### config.mk
export PLATFORM = sky130hd
export DESIGN_NAME = inst_decode_stage
export DESIGN_NICKNAME = d
export VERILOG_FILES = /design/src/rtl/inst_decode_stage_pkg.sv /design/src/rtl/inst_decode_stage_imm_gen.sv /design/src/rtl/inst_decode_stage.sv
export SDC_FILE = /design/constraint.sdc
export NUM_CORES = 1
export LEC_CHECK = 0
export ABC_AREA = 1
export ABC_CLOCK_PERIOD_IN_PS = 24000
export CORE_MARGIN = 10
export CORE_UTILIZATION = 56
export DETAILED_ROUTE_END_ITERATION = 12
export PLACE_DENSITY = 0.86
export SYNTH_ARGS = -nofsm -noshare
export SYNTH_HDL_FRONTEND = slang
export SYNTH_SLANG_ARGS = --single-unit
### constraint.sdc
create_clock -name clk -period 24 [get_ports clk]
set_input_delay 2.4 -clock clk [delete_from_list [all_inputs] [get_ports clk]]
set_output_delay 2.4 -clock clk [all_outputs]
set_load 0.03 [all_outputs]
### src/rtl/inst_decode_stage_pkg.sv
// Shared RV32I decode definitions: opcodes, funct constants, type codes,
// skid-buffer states and the buffered entry layout.
package inst_decode_stage_pkg;

  localparam logic [6:0] OPC_OP     = 7'b0110011;
  localparam logic [6:0] OPC_OP_IMM = 7'b0010011;
  localparam logic [6:0] OPC_LOAD   = 7'b0000011;
  localparam logic [6:0] OPC_JALR   = 7'b1100111;
  localparam logic [6:0] OPC_STORE  = 7'b0100011;
  localparam logic [6:0] OPC_BRANCH = 7'b1100011;
  localparam logic [6:0] OPC_LUI    = 7'b0110111;
  localparam logic [6:0] OPC_AUIPC  = 7'b0010111;
  localparam logic [6:0] OPC_JAL    = 7'b1101111;

  localparam logic [6:0] F7_BASE    = 7'h00;
  localparam logic [6:0] F7_ALT     = 7'h20;
  localparam logic [2:0] F3_ADD_SUB = 3'b000;
  localparam logic [2:0] F3_SLL     = 3'b001;
  localparam logic [2:0] F3_SRL_SRA = 3'b101;
  localparam logic [2:0] F3_JALR    = 3'b000;
  localparam logic [2:0] F3_STORE_MAX = 3'b010;

  typedef enum logic [2:0] {
    TYPE_R    = 3'd0,
    TYPE_I    = 3'd1,
    TYPE_S    = 3'd2,
    TYPE_B    = 3'd3,
    TYPE_U    = 3'd4,
    TYPE_J    = 3'd5,
    TYPE_NONE = 3'd7
  } inst_type_e;

  typedef enum logic [1:0] {
    BUF_EMPTY = 2'd0,
    BUF_ONE   = 2'd1,
    BUF_TWO   = 2'd2
  } buf_state_e;

  typedef struct packed {
    logic [31:0] pc;
    logic [31:0] inst;
    inst_type_e  typ;
    logic [31:0] imm;
    logic        illegal;
  } dec_entry_t;

endpackage

### src/rtl/inst_decode_stage_imm_gen.sv
// Combinational RV32I classifier: instruction type, sign-extended immediate
// and illegal-encoding flag. Illegal words report TYPE_NONE with a zero imm.
module rv32_imm_gen
  import inst_decode_stage_pkg::*;
(
  input  logic [31:0] inst_code,
  output inst_type_e  inst_type,
  output logic [31:0] imm,
  output logic        illegal
);

  logic [6:0] opc;
  logic [2:0] f3;
  logic [6:0] f7;
  inst_type_e typ_raw;
  logic       bad;
  logic signed [31:0] imm_i, imm_s, imm_b, imm_u, imm_j;

  assign opc = inst_code[6:0];
  assign f3  = inst_code[14:12];
  assign f7  = inst_code[31:25];

  assign imm_i = {{20{inst_code[31]}}, inst_code[31:20]};
  assign imm_s = {{20{inst_code[31]}}, inst_code[31:25], inst_code[11:7]};
  assign imm_b = {{19{inst_code[31]}}, inst_code[31], inst_code[7],
                  inst_code[30:25], inst_code[11:8], 1'b0};
  assign imm_u = {inst_code[31:12], 12'b0};
  assign imm_j = {{11{inst_code[31]}}, inst_code[31], inst_code[19:12],
                  inst_code[20], inst_code[30:21], 1'b0};

  // Classify the opcode and flag funct3/funct7 combinations outside RV32I.
  always_comb begin
    typ_raw = TYPE_NONE;
    bad     = 1'b0;
    case (opc)
      OPC_OP: begin
        typ_raw = TYPE_R;
        bad = !((f7 == F7_BASE) ||
                ((f7 == F7_ALT) && ((f3 == F3_ADD_SUB) || (f3 == F3_SRL_SRA))));
      end
      OPC_OP_IMM: begin
        typ_raw = TYPE_I;
        if (f3 == F3_SLL)
          bad = (f7 != F7_BASE);
        else if (f3 == F3_SRL_SRA)
          bad = !((f7 == F7_BASE) || (f7 == F7_ALT));
      end
      OPC_LOAD: begin
        typ_raw = TYPE_I;
        bad = (f3 == 3'b011) || (f3 == 3'b110) || (f3 == 3'b111);
      end
      OPC_JALR: begin
        typ_raw = TYPE_I;
        bad = (f3 != F3_JALR);
      end
      OPC_STORE: begin
        typ_raw = TYPE_S;
        bad = (f3 > F3_STORE_MAX);
      end
      OPC_BRANCH: begin
        typ_raw = TYPE_B;
        bad = (f3 == 3'b010) || (f3 == 3'b011);
      end
      OPC_LUI, OPC_AUIPC: typ_raw = TYPE_U;
      OPC_JAL:            typ_raw = TYPE_J;
      default:            bad = 1'b1;
    endcase
  end

  assign illegal   = bad;
  assign inst_type = bad ? TYPE_NONE : typ_raw;

  // Select the immediate for the final type; R and NONE carry zero.
  always_comb begin
    imm = '0;
    case (inst_type)
      TYPE_I:  imm = imm_i;
      TYPE_S:  imm = imm_s;
      TYPE_B:  imm = imm_b;
      TYPE_U:  imm = imm_u;
      TYPE_J:  imm = imm_j;
      default: imm = '0;
    endcase
  end

endmodule

### src/rtl/inst_decode_stage.sv
// RV32I decode stage: classifies incoming words, holds them in a 2-entry
// skid buffer (main + skid) with valid/ready on both sides, counts handouts.
module inst_decode_stage
  import inst_decode_stage_pkg::*;
#(
  parameter int CNT_W = 16,
  parameter int ILL_W = 8
)(
  input  logic             clk,
  input  logic             reset,
  input  logic             flush,
  input  logic             in_valid,
  output logic             in_ready,
  input  logic [31:0]      inst_code,
  input  logic [31:0]      inst_add,
  output logic             out_valid,
  input  logic             out_ready,
  output logic [31:0]      out_pc,
  output logic [6:0]       opcode,
  output logic [4:0]       rd,
  output logic [4:0]       rs1,
  output logic [4:0]       rs2,
  output logic [2:0]       funct3,
  output logic [6:0]       funct7,
  output logic [2:0]       inst_type,
  output logic [31:0]      imm,
  output logic             illegal,
  output logic [CNT_W-1:0] decode_cnt,
  output logic [ILL_W-1:0] illegal_cnt
);

  function automatic logic [ILL_W-1:0] sat_inc(input logic [ILL_W-1:0] v);
    return (&v) ? v : v + ILL_W'(1);
  endfunction

  buf_state_e state_q, state_d;
  dec_entry_t ent_in, ent_p0, ent_p1, ent_out;
  inst_type_e in_type;
  logic [31:0] in_imm;
  logic        in_illegal;
  logic        in_ready_q, vld_p0, accept, take;
  logic        ld_main, ld_skid, mv_skid;

  rv32_imm_gen u_imm_gen (
    .inst_code (inst_code),
    .inst_type (in_type),
    .imm       (in_imm),
    .illegal   (in_illegal)
  );

  // Pack the freshly decoded word into a buffer entry.
  always_comb begin
    ent_in         = '0;
    ent_in.pc      = inst_add;
    ent_in.inst    = inst_code;
    ent_in.typ     = in_type;
    ent_in.imm     = in_imm;
    ent_in.illegal = in_illegal;
  end

  // A word offered during flush is dropped, so it never counts as accepted.
  assign vld_p0 = (state_q != BUF_EMPTY);
  assign accept = in_valid & in_ready_q & ~flush;
  assign take   = vld_p0 & out_ready;

  // Skid-buffer next state and entry load/move strobes.
  always_comb begin
    state_d = state_q;
    ld_main = 1'b0;
    ld_skid = 1'b0;
    mv_skid = 1'b0;
    case (state_q)
      BUF_EMPTY: begin
        if (accept) begin
          state_d = BUF_ONE;
          ld_main = 1'b1;
        end
      end
      BUF_ONE: begin
        if (accept && take) begin
          ld_main = 1'b1;
        end else if (accept) begin
          state_d = BUF_TWO;
          ld_skid = 1'b1;
        end else if (take) begin
          state_d = BUF_EMPTY;
        end
      end
      BUF_TWO: begin
        if (take) begin
          state_d = BUF_ONE;
          mv_skid = 1'b1;
        end
      end
      default: state_d = BUF_EMPTY;
    endcase
    if (flush) state_d = BUF_EMPTY;
  end

  // Buffer occupancy and registered ready; ready stays low during reset.
  always_ff @(posedge clk) begin
    if (reset) begin
      state_q    <= BUF_EMPTY;
      in_ready_q <= 1'b0;
    end else begin
      state_q    <= state_d;
      in_ready_q <= (state_d != BUF_TWO);
    end
  end

  // ---- stage p0 (main entry) / p1 (skid entry) ----
  // Entry storage; only loaded under the strobes, not reset.
  always_ff @(posedge clk) begin
    if (ld_main)      ent_p0 <= ent_in;
    else if (mv_skid) ent_p0 <= ent_p1;
    if (ld_skid)      ent_p1 <= ent_in;
  end

  // Handout counters: decode count wraps, illegal count saturates.
  always_ff @(posedge clk) begin
    if (reset) begin
      decode_cnt  <= '0;
      illegal_cnt <= '0;
    end else if (take) begin
      decode_cnt <= decode_cnt + CNT_W'(1);
      if (ent_p0.illegal) illegal_cnt <= sat_inc(illegal_cnt);
    end
  end

  // Data outputs read zero whenever no entry is presented.
  assign ent_out   = vld_p0 ? ent_p0 : '0;
  assign out_valid = vld_p0;
  assign in_ready  = in_ready_q;
  assign out_pc    = ent_out.pc;
  assign opcode    = ent_out.inst[6:0];
  assign rd        = ent_out.inst[11:7];
  assign funct3    = ent_out.inst[14:12];
  assign rs1       = ent_out.inst[19:15];
  assign rs2       = ent_out.inst[24:20];
  assign funct7    = ent_out.inst[31:25];
  assign inst_type = ent_out.typ;
  assign imm       = ent_out.imm;
  assign illegal   = ent_out.illegal;

endmodule

After elaboration in Yosys (flattened, before gate mapping)
Index checks and enable logic that the tools add are counted.
{"block": "op_classes", "add_sub_neg": 2, "reduce_logical": 22, "n_lt_le_gt_ge": 1, "bitwise_logic": 5, "eq_ne": 24, "muxes": 23}
{"operator": "two-way mux 100 bit", "count": 3}
{"operator": "one-hot mux 32 bit (5 select lines)", "count": 1}
{"operator": "== test 7 x 6 -> 1 bit, second input constant", "count": 4}
{"operator": "== test 7 bit, second input constant", "count": 3}
{"operator": "one-hot mux 3 bit (6 select lines)", "count": 1}
{"operator": "adder 16 x 1 -> 16 bit, second input constant", "count": 1}
{"operator": "== test 3 bit, second input constant", "count": 5}
{"operator": "== test 7 x 5 -> 1 bit, second input constant", "count": 2}
{"operator": "== test 3 x 2 -> 1 bit, second input constant", "count": 4}
{"operator": "two-way mux 2 bit", "count": 6}
{"operator": "adder 8 x 1 -> 8 bit, second input constant", "count": 1}
{"operator": "two-way mux 1 bit", "count": 8}
{"operator": "AND reduction 8 bit", "count": 1}
{"operator": "== test 7 x 2 -> 1 bit, second input constant", "count": 1}
{"operator": "logical NOT 7 bit", "count": 1}
{"operator": "one-hot mux 1 bit (7 select lines)", "count": 1}
{"operator": "nonzero test 7 bit", "count": 1}
{"operator": "== test 3 x 1 -> 1 bit, second input constant", "count": 2}
{"operator": "logical OR 1 bit", "count": 6}
{"operator": "one-hot mux 2 bit (3 select lines)", "count": 1}
{"operator": "OR reduction 3 bit", "count": 2}
{"operator": "nonzero test 2 bit", "count": 2}
{"operator": "bitwise AND 1 bit", "count": 3}
{"operator": "greater-than comparator 3 x 2 -> 1 bit, second input constant", "count": 1}
{"operator": "other kinds (13)", "count": 16}
{"block": "totals", "ff_bits": 227, "wordCells": 91, "out_inout_bits": 126, "in_bits": 69}

Logic depth before layout (Yosys ltp)
Gate-level depths: netlist of the first run.
{"block": "depth", "word_depth": 10, "depth_mapped": 17, "mapped_depth_nobuf": 15}

Cells and area by module
Synthesis of the first run repeated with hierarchy kept, for this count alone.
{"block": "unflattened", "cells_unflattened": 889, "hier_area_um2": 10571.4}
{"mod": "inst_decode_stage", "cells_each": 725, "n_inst": 1, "seq_area_each_um2": 6546.3, "area_per_inst_um2": 9744.3}
{"mod": "rv32_imm_gen", "cells_each": 164, "n_inst": 1, "seq_area_each_um2": 0.0, "area_per_inst_um2": 827.0}

Worst setup path before layout of the first run
No wires, ideal clock.
{"block": "synth_path", "path_type": "input port to flip-flop", "start": "in out_ready", "end": "reg ent_p0[0] (netlist name) (enable)", "stages": 2, "t_required_ns": 23.301, "slack_ns": 13.810, "setup_time_ns": 0.699, "arrival_ns": 9.491, "path_buffers": 0, "path_cell_list": "inv_1 > o21ai_0"}
{"block": "synth_between", "elab_chain_len": 5, "elab_cells_between_ends": 7, "classes_between": "mux: 4; bitwise: 1; reduce/logical: 2"}
{"item": "start: declaration", "line": "inst_decode_stage.sv:17", "source": "input logic out_ready,"}
{"item": "bitwise AND 1 bit (*)", "line": "inst_decode_stage.sv:64", "source": "assign take = vld_p0 & out_ready;"}
{"item": "logical AND 1 bit", "line": "inst_decode_stage.sv:80", "source": "if (accept && take) begin"}
{"item": "two-way mux 1 bit", "line": "inst_decode_stage.sv:80"}
{"item": "one-hot mux 1 bit (2 select lines)", "line": "inst_decode_stage.sv:72", "source": "case (state_q)"}
{"item": "nonzero test 2 bit (no line) (*)"}
{"item": "end signal: assignment", "line": "inst_decode_stage.sv:114", "source": "if (ld_main) ent_p0 <= ent_in;"}
{"item": "end signal: assignment", "line": "inst_decode_stage.sv:115", "source": "else if (mv_skid) ent_p0 <= ent_p1;"}
{"item": "end: declaration", "line": "inst_decode_stage.sv:37", "source": "dec_entry_t ent_in, ent_p0, ent_p1, ent_out;"}
Every way passes the cells marked *; elsewhere a longest branch is shown, timed or not.
A chain may end at the register's enable or synchronous reset.

Final worst setup path of the first run
{"block": "layout_path", "start": "in flush", "end": "reg ent_p0[63] (netlist name) (enable)"}
{"block": "layout_between", "elab_chain_len": 6, "elab_cells_between_ends": 7, "classes_between": "mux: 3; bitwise: 2; reduce/logical: 2"}
{"item": "start: declaration", "line": "inst_decode_stage.sv:11", "source": "input logic flush,"}
{"item": "inverter 1 bit (*)", "line": "inst_decode_stage.sv:63", "source": "assign accept = in_valid & in_ready_q & ~flush;"}
{"item": "bitwise AND 1 bit (*)", "line": "inst_decode_stage.sv:63"}
{"item": "logical AND 1 bit", "line": "inst_decode_stage.sv:80"}
{"item": "two-way mux 1 bit", "line": "inst_decode_stage.sv:80"}
{"item": "one-hot mux 1 bit (2 select lines) (*)", "line": "inst_decode_stage.sv:72"}
{"item": "nonzero test 2 bit (no line) (*)"}
Marked as above.

==> results of run 1 <==
power breakdown:
group / switching (µW) / internal (µW)
Clock: 143 / 206
Sequential: 1.41 / 434
Combinational: 29.6 / 18.8
metal layers:
layer | up-vias | routed length, µm | track usage (%)
met5 | - | 0 | 0
met1 | 3469 | 9210 | 23.6
met4 | 0 | 844 | 8.04
li1 | 3675 | - | -
met3 | 51 | 1850 | 4.71
met2 | 299 | 12000 | 33.4
how the worst max path moves through the flow:
stage               from         end  cells after the start  slack (ns)
6_report           flush  ent_p0[63]                      8       18.42
3_5_place_dp       flush  ent_p0[51]                      8       17.91
2_1_floorplan  out_ready   ent_p0[0]                      2       13.81
3_3_place_gp       flush  ent_p0[51]                      8       17.97
5_1_grt            flush   ent_p0[8]                      8       18.16
4_1_cts            flush   ent_p0[5]                      8       18.42
critical path, stage by stage:
cell             delay (ns)
clkdlybuf4s50_1        0.45
inv_1                  0.11
nand3_1                0.19
nor2_4                 0.14
buf_4                  0.70
inv_4                  0.30
o21ai_4                0.50
buf_4                  0.82
layout make-up:
type | count | area (µm²) | area share [%]
antenna | 2 | 5.00 | 0.0391
clock buffer | 39 | 688 | 5.37
clock inverter | 4 | 43.8 | 0.342
inverter | 161 | 612 | 4.78
multi-input combinational | 604 | 2650 | 20.7
sequential | 227 | 6550 | 51.1
tap | 225 | 282 | 2.20
timing repair buffer | 199 | 1980 | 15.5
state kept, by name, indices dropped and copies added, names as in the netlist:
signal and count:
illegal_cnt 8, state_q 2, ent_p0 100, ent_p1 100
decode_cnt 16, in_ready 1
per-stage QoR:
stage | instance area, µm² | hold WS [ns] | setup slack (ns) | cells
3_3_place_gp | 12100 | 0.448 | 17.97 | 1416
4_1_cts | 12800 | 0.481 | 18.42 | 1459
6_report | 12800 | 0.482 | 18.42 | 1461
2_1_floorplan | 9930 | 0.487 | 13.81 | 1029
5_1_grt | 12800 | 0.507 | 18.16 | 1460
3_5_place_dp | 12100 | 0.473 | 17.91 | 1416
cell usage in the layout, fill, tap and decap left out, types with 5 or more instances in the layout:
master	netlist	routed
clkdlybuf4s50_1	0	194
buf_4	0	5
clkbuf_1	32	13
nor3_1	10	10
clkbuf_16	0	25
nand3_1	20	20
o21ai_2	10	10
nor2_1	153	150
dfxtp_1	27	27
a21oi_1	20	20
nand2_1	308	308
nand4_1	7	7
o21ai_0	41	40
inv_1	154	154
edfxtp_1	200	200
nor2_4	2	5
logic make-up (layout without fill, tap and decap cells):
logic type               count (synthesis)  after routing  synth area share (%)
other                                    0              2                     0
buffers and inverters                  198            403                  7.73
flip-flops                             227            227                  65.9
adder cells (fa/ha/maj)                  2              2                 0.252
AND/OR/NAND/NOR                        514            514                  20.9
AO/OA/AOI/OAI                           88             88                  5.13
==> flow_results.xml, run 1 <==
<?xml version="1.0" encoding="UTF-8"?>
<metrics>
  <group name="run_status">
    <metric name="run_status" unit="">finished clean</metric>
  </group>
  <group name="logic_synthesis">
    <metric name="syn-cell-area" unit="mm²">0.00993</metric>
    <metric name="share_of_flip_flops_with_an_asynchronous_set_or_reset" unit="%">0</metric>
    <metric name="synth_flop_cell" unit="">edfxtp_1</metric>
    <metric name="netlist_top_cells_count" unit="">nand2_1, edfxtp_1, inv_1</metric>
    <metric name="number_of_enable_type_register_cells_in_the_synthesized_netlist" unit="">200</metric>
    <metric name="post_synth.cell_area_avg" unit="µm²">9.65</metric>
    <metric name="post_syn_nets" unit="">1100</metric>
    <metric name="synth_top_cell_by_area" unit="">edfxtp_1</metric>
    <metric name="fraction_of_post_synthesis_cell_area_in_the_top_cell_type_by_area" unit="%">60.5</metric>
    <metric name="synth_warnings" unit="">0</metric>
    <metric name="synth-seq-cells" unit="">227</metric>
    <metric name="syn-instance-count" unit="">1029</metric>
    <metric name="share_of_synthesized_area_occupied_by_flip_flops_and_latches" unit="%">65.9</metric>
    <metric name="synth.distinct_cells" unit="">35</metric>
    <metric name="synth_top_cells_by_area" unit="">edfxtp_1, nand2_1, inv_1</metric>
    <metric name="synthMostInstantiatedCell" unit="">nand2_1</metric>
  </group>
  <group name="critical_path">
    <metric name="worst_endpoint_data_arrival_time" unit="ns">5.70</metric>
    <metric name="reg2reg_setup_slack" unit="ns">20.51</metric>
    <metric name="worst_reg2reg_path_startpoint" unit="">in_ready</metric>
    <metric name="critPathLaunchType" unit="">input port</metric>
    <metric name="timing.critical_path.fanout_max" unit="">78</metric>
    <metric name="r2r-end" unit="">ent_p0[63]</metric>
    <metric name="r2r.worst_path.cells" unit="">6</metric>
    <metric name="cp.required" unit="ns">24.12</metric>
    <metric name="endpoint_kind" unit="">flop</metric>
    <metric name="critical_path_class" unit="">in2reg</metric>
  </group>
  <group name="clock_network">
    <metric name="cts_num_sinks" unit="">227</metric>
    <metric name="clk_latency_worst_skew_pair" unit="ns">0.51</metric>
    <metric name="cts_tree" unit="">built</metric>
    <metric name="largest_buffer_count_on_any_clock_path" unit="">3</metric>
    <metric name="clock_h_tree_levels" unit="">1</metric>
    <metric name="post_cts_buffers" unit="">0</metric>
    <metric name="hold_buffers" unit="">0</metric>
    <metric name="cts_buf_count" unit="">24</metric>
    <metric name="worst_setup_hold_path_clk_slew" unit="ns">0.06</metric>
    <metric name="post_cts_resized" unit="">0</metric>
    <metric name="cts.root.buffer_cell" unit="">clkbuf_16</metric>
  </group>
  <group name="pwr">
    <metric name="power_leakage" unit="µW">0.00534</metric>
    <metric name="power_density_normalized_to_cell_area" unit="mW/mm²">65.0</metric>
    <metric name="fin_total_pwr" unit="µW">832</metric>
    <metric name="peak_vdd_ir" unit="mV">0.0789</metric>
  </group>
  <group name="worst_hold_path">
    <metric name="min-delay-start" unit="">decode_cnt[15]</metric>
    <metric name="whs_endpoint" unit="">decode_cnt[15]</metric>
    <metric name="holdCritPathClass" unit="">reg2reg</metric>
    <metric name="whs_path_depth" unit="">2</metric>
  </group>
  <group name="timing">
    <metric name="timing.fmax" unit="MHz">179</metric>
    <metric name="clock-skew-final" unit="ns">0.0166</metric>
    <metric name="hold_viol_final" unit="">0</metric>
    <metric name="timing.final.setup_violations" unit="">0</metric>
    <metric name="final_min_period_over_clock_period" unit="%">23.3</metric>
    <metric name="max_slew.worst_pin.slew" unit="ns">1.15</metric>
    <metric name="maxSlewHeadroom" unit="%">22.7</metric>
    <metric name="grt_setup_unrepaired" unit="">false</metric>
    <metric name="min_period" unit="ns">5.58</metric>
    <metric name="final_max_slew_viol_count" unit="">0</metric>
    <metric name="fin_tns_setup" unit="ns">0</metric>
  </group>
  <group name="detailed_routing">
    <metric name="num_vias" unit="">7494</metric>
    <metric name="drt-initial-drc-count" unit="">552</metric>
    <metric name="drc" unit="">0</metric>
    <metric name="detail_route.wirelength" unit="mm">23.9</metric>
    <metric name="ant_nets" unit="">0</metric>
    <metric name="drt_pre_antenna_iters" unit="">7</metric>
    <metric name="routed_wire_length_per_instance" unit="µm">16.4</metric>
    <metric name="drt-vias-per-instance" unit="">5.13</metric>
  </group>
  <group name="final_layout">
    <metric name="count_of_nets_after_finishing" unit="">1288</metric>
    <metric name="synthToLayoutAreaGrowth" unit="%">29.0</metric>
    <metric name="drive_above_1_share" unit="%">5.67</metric>
    <metric name="fillerInstances" unit="">1205</metric>
    <metric name="final_util" unit="%">73.8</metric>
  </group>
  <group name="grt">
    <metric name="grt_first_pass_wirelength" unit="mm">38.4</metric>
    <metric name="number_of_antenna_violations_at_the_first_check_in_global_routing" unit="">1</metric>
    <metric name="grt-ovfl-total" unit="">0</metric>
    <metric name="grtUsageTotal" unit="%">19.7</metric>
    <metric name="largest_net_degree_at_the_start_of_global_routing" unit="">92</metric>
    <metric name="grt_pass1_vias" unit="">7509</metric>
  </group>
  <group name="run">
    <metric name="cap_violations" unit="">0</metric>
  </group>
  <group name="placed_design">
    <metric name="placed_wire_length_estimate_after_detailed_placement" unit="mm">16.1</metric>
    <metric name="io_buffers" unit="">194</metric>
    <metric name="globalplace.congestion" unit="">0.891</metric>
  </group>
  <group name="die">
    <metric name="floorplan.die_area" unit="mm²">0.0235</metric>
    <metric name="coreArea" unit="mm²">0.0174</metric>
    <metric name="io_pins" unit="">195</metric>
    <metric name="die_w" unit="µm">153</metric>
    <metric name="start_util" unit="%">57.2</metric>
    <metric name="fp-row-count" unit="">48</metric>
    <metric name="dieHeight" unit="µm">153</metric>
  </group>
</metrics>
No activity file was read; power rests on OpenSTA's default activity.
==> inputs of run 2 (changes only) <==
--- a/config.mk
+++ b/config.mk
@@ -6,11 +6,11 @@
 export NUM_CORES = 1
 export LEC_CHECK = 0
 export ABC_AREA = 1
-export ABC_CLOCK_PERIOD_IN_PS = 24000
+export ABC_CLOCK_PERIOD_IN_PS = 5600
 export CORE_MARGIN = 10
-export CORE_UTILIZATION = 56
+export CORE_UTILIZATION = 52
 export DETAILED_ROUTE_END_ITERATION = 12
-export PLACE_DENSITY = 0.86
+export PLACE_DENSITY = 0.8
 export SYNTH_ARGS = -nofsm -noshare
 export SYNTH_HDL_FRONTEND = slang
 export SYNTH_SLANG_ARGS = --single-unit
==> constraint.sdc (replaced) <==
create_clock -name clk -period 5.6 [get_ports clk]
set_input_delay 0.56 -clock clk [delete_from_list [all_inputs] [get_ports clk]]
set_output_delay 0.56 -clock clk [all_outputs]
set_load 0.03 [all_outputs]
==> flow_results.xml, run 2 (synthesis results as in run 1) <==
<?xml version="1.0" encoding="UTF-8"?>
<metrics>
  <group name="timing">
    <metric name="timing.final.ws_setup" unit="ns">2.53</metric>
    <metric name="hold_viol_final" unit="">0</metric>
    <metric name="timing.final.setup_violations" unit="">0</metric>
    <metric name="final_max_slew_viol_count" unit="">0</metric>
    <metric name="clock-skew-final" unit="ns">0.0112</metric>
    <metric name="maxSlewHeadroom" unit="%">33.9</metric>
    <metric name="fin_tns_setup" unit="ns">0</metric>
    <metric name="finalHoldWorstSlack" unit="ns">0.473</metric>
    <metric name="final_min_period_over_clock_period" unit="%">54.8</metric>
    <metric name="grt_setup_unrepaired" unit="">false</metric>
    <metric name="max_slew.worst_pin.slew" unit="ns">0.987</metric>
    <metric name="min_period" unit="ns">3.07</metric>
    <metric name="timing.fmax" unit="MHz">326</metric>
  </group>
  <group name="final_layout">
    <metric name="count_of_nets_after_finishing" unit="">1290</metric>
    <metric name="summed_area_of_non_filler_cells_in_the_final_layout" unit="mm²">0.0129</metric>
    <metric name="fillerInstances" unit="">1426</metric>
    <metric name="regArea" unit="mm²">0.00655</metric>
    <metric name="commonest_cells_after_routing_fill_and_taps_aside" unit="">nand2_1, edfxtp_1, clkdlybuf4s50_1</metric>
    <metric name="drive_above_1_share" unit="%">6.23</metric>
    <metric name="multi_input_area" unit="mm²">0.00265</metric>
    <metric name="layout_commonest_cell" unit="">nand2_1</metric>
    <metric name="antenna_diodes" unit="">0</metric>
    <metric name="synthToLayoutAreaGrowth" unit="%">29.7</metric>
    <metric name="largest_registers_ranked_by_flip_flop_count" unit="">ent_p0 (100), ent_p1 (100), decode_cnt (16)</metric>
  </group>
  <group name="clock_network">
    <metric name="cts_buf_count" unit="">23</metric>
    <metric name="cts_tree" unit="">built</metric>
    <metric name="cts_num_sinks" unit="">227</metric>
    <metric name="clock_h_tree_levels" unit="">1</metric>
    <metric name="worst_setup_hold_path_clk_slew" unit="ns">0.06</metric>
    <metric name="cts.root.buffer_cell" unit="">clkbuf_16</metric>
    <metric name="clk_latency_worst_skew_pair" unit="ns">0.50</metric>
    <metric name="post_cts_resized" unit="">0</metric>
    <metric name="largest_buffer_count_on_any_clock_path" unit="">3</metric>
    <metric name="hold_buffers" unit="">0</metric>
    <metric name="post_cts_buffers" unit="">0</metric>
  </group>
  <group name="detailed_routing">
    <metric name="ant_nets" unit="">0</metric>
    <metric name="drc" unit="">0</metric>
    <metric name="num_vias" unit="">7413</metric>
    <metric name="drt-initial-drc-count" unit="">516</metric>
    <metric name="detail_route.wirelength" unit="mm">24.3</metric>
    <metric name="drt_pre_antenna_iters" unit="">5</metric>
    <metric name="drt-vias-per-instance" unit="">5.05</metric>
    <metric name="routed_wire_length_per_instance" unit="µm">16.5</metric>
  </group>
  <group name="pwr">
    <metric name="power_leakage" unit="µW">0.00537</metric>
    <metric name="peak_vdd_ir" unit="mV">0.222</metric>
    <metric name="power.clock.fraction" unit="%">42.5</metric>
    <metric name="power_density_normalized_to_cell_area" unit="mW/mm²">280</metric>
    <metric name="internal_power" unit="µW">2870</metric>
    <metric name="power.share.switching" unit="%">20.4</metric>
    <metric name="power_switching" unit="µW">736</metric>
    <metric name="combPwrFrac" unit="%">5.8</metric>
    <metric name="fin_total_pwr" unit="µW">3600</metric>
    <metric name="seq_power_share" unit="%">51.7</metric>
  </group>
  <group name="grt">
    <metric name="grt_pass1_vias" unit="">7224</metric>
    <metric name="grt-ovfl-total" unit="">0</metric>
    <metric name="largest_net_degree_at_the_start_of_global_routing" unit="">78</metric>
    <metric name="grt_first_pass_wirelength" unit="mm">38.0</metric>
    <metric name="number_of_antenna_violations_at_the_first_check_in_global_routing" unit="">0</metric>
    <metric name="grtUsageTotal" unit="%">19.0</metric>
  </group>
  <group name="die">
    <metric name="fp-row-count" unit="">50</metric>
    <metric name="start_util" unit="%">52.9</metric>
    <metric name="io_pins" unit="">195</metric>
    <metric name="die_w" unit="µm">158</metric>
    <metric name="floorplan.die_area" unit="mm²">0.0250</metric>
    <metric name="coreArea" unit="mm²">0.0188</metric>
    <metric name="dieHeight" unit="µm">158</metric>
  </group>
  <group name="run">
    <metric name="cap_violations" unit="">0</metric>
  </group>
  <group name="placed_design">
    <metric name="globalplace.congestion" unit="">0.890</metric>
    <metric name="io_buffers" unit="">194</metric>
    <metric name="placed_wire_length_estimate_after_detailed_placement" unit="mm">16.4</metric>
    <metric name="dpl_worst_slack" unit="ns">2.11</metric>
    <metric name="dpl_cell_area" unit="mm²">0.0121</metric>
  </group>
  <group name="worst_hold_path">
    <metric name="holdCritPathClass" unit="">reg2reg</metric>
  </group>
  <group name="critical_path">
    <metric name="cp.required" unit="ns">5.97</metric>
    <metric name="worst_endpoint_data_arrival_time" unit="ns">3.44</metric>
    <metric name="timing.critical_path.fanout_max" unit="">12</metric>
    <metric name="critPathLaunchType" unit="">input port</metric>
    <metric name="endpoint_kind" unit="">flop</metric>
    <metric name="critical_path_class" unit="">in2reg</metric>
  </group>
  <group name="run_status">
    <metric name="run_status" unit="">finished clean</metric>
  </group>
</metrics>
-- run 2: through the flow --
stage / util (%) / std cells
final: 68.6 / 1469
after global routing: 68.6 / 1469
after CTS: 68.6 / 1469
after detailed placement: 64.5 / 1428
after global placement: 64.5 / 1428
after floorplan: - / 1029
-- run 2: cell type report --
type                       instances  share of cell area, %
clock buffer                      37                   5.35
clock inverter                     4                  0.544
inverter                         161                   4.75
timing repair buffer             202                   15.7
sequential                       227                   50.9
multi-input combinational        604                   20.6
tap                              234                   2.27
-- run 2: power by group through the flow --
stage | combinational (µW) | clock [µW] | sequential [µW]
after global routing | 231 | 1630 | 1860
after detailed placement | 209 | 0 | 1900
after CTS | 211 | 1560 | 1860
after global placement | 205 | 0 | 1900
final | 209 | 1530 | 1860
after floorplan | 101 | 0 | 1900
-- run 2: path summary, 6_finish.rpt --
check	from	end	slack [ns]	depth (start not counted)
worst min-delay path	decode_cnt[15]	decode_cnt[15]	0.47	2
worst min register to register	decode_cnt[15]	decode_cnt[15]	0.47	2
worst max register to register	state_q[0]	ent_p0[60]	3.18	6
worst max-delay path	inst_code[1]	ent_p0[23]	2.53	15
-- run 2: per-layer routing --
metal | global-route usage, % | vias to the layer above | routed length, µm
met5 | 0 | - | 0
met4 | 5.21 | 0 | 482
met3 | 3.74 | 36 | 1730
met2 | 32.5 | 249 | 12200
met1 | 23.9 | 3460 | 9850
li1 | - | 3668 | -
-- run 2: worst max-delay path: stages --
cell	delay [ns]
clkdlybuf4s50_1	0.50
nand2_1	0.16
nor2_2	0.21
nand2_2	0.29
nand2_8	0.23
inv_6	0.07
nand2_4	0.08
nand2_2	0.07
nor2_4	0.29
nand3_2	0.25
nand2_4	0.14
nand2_2	0.22
o21ai_0	0.21
nand2_1	0.08
nand2_1	0.08
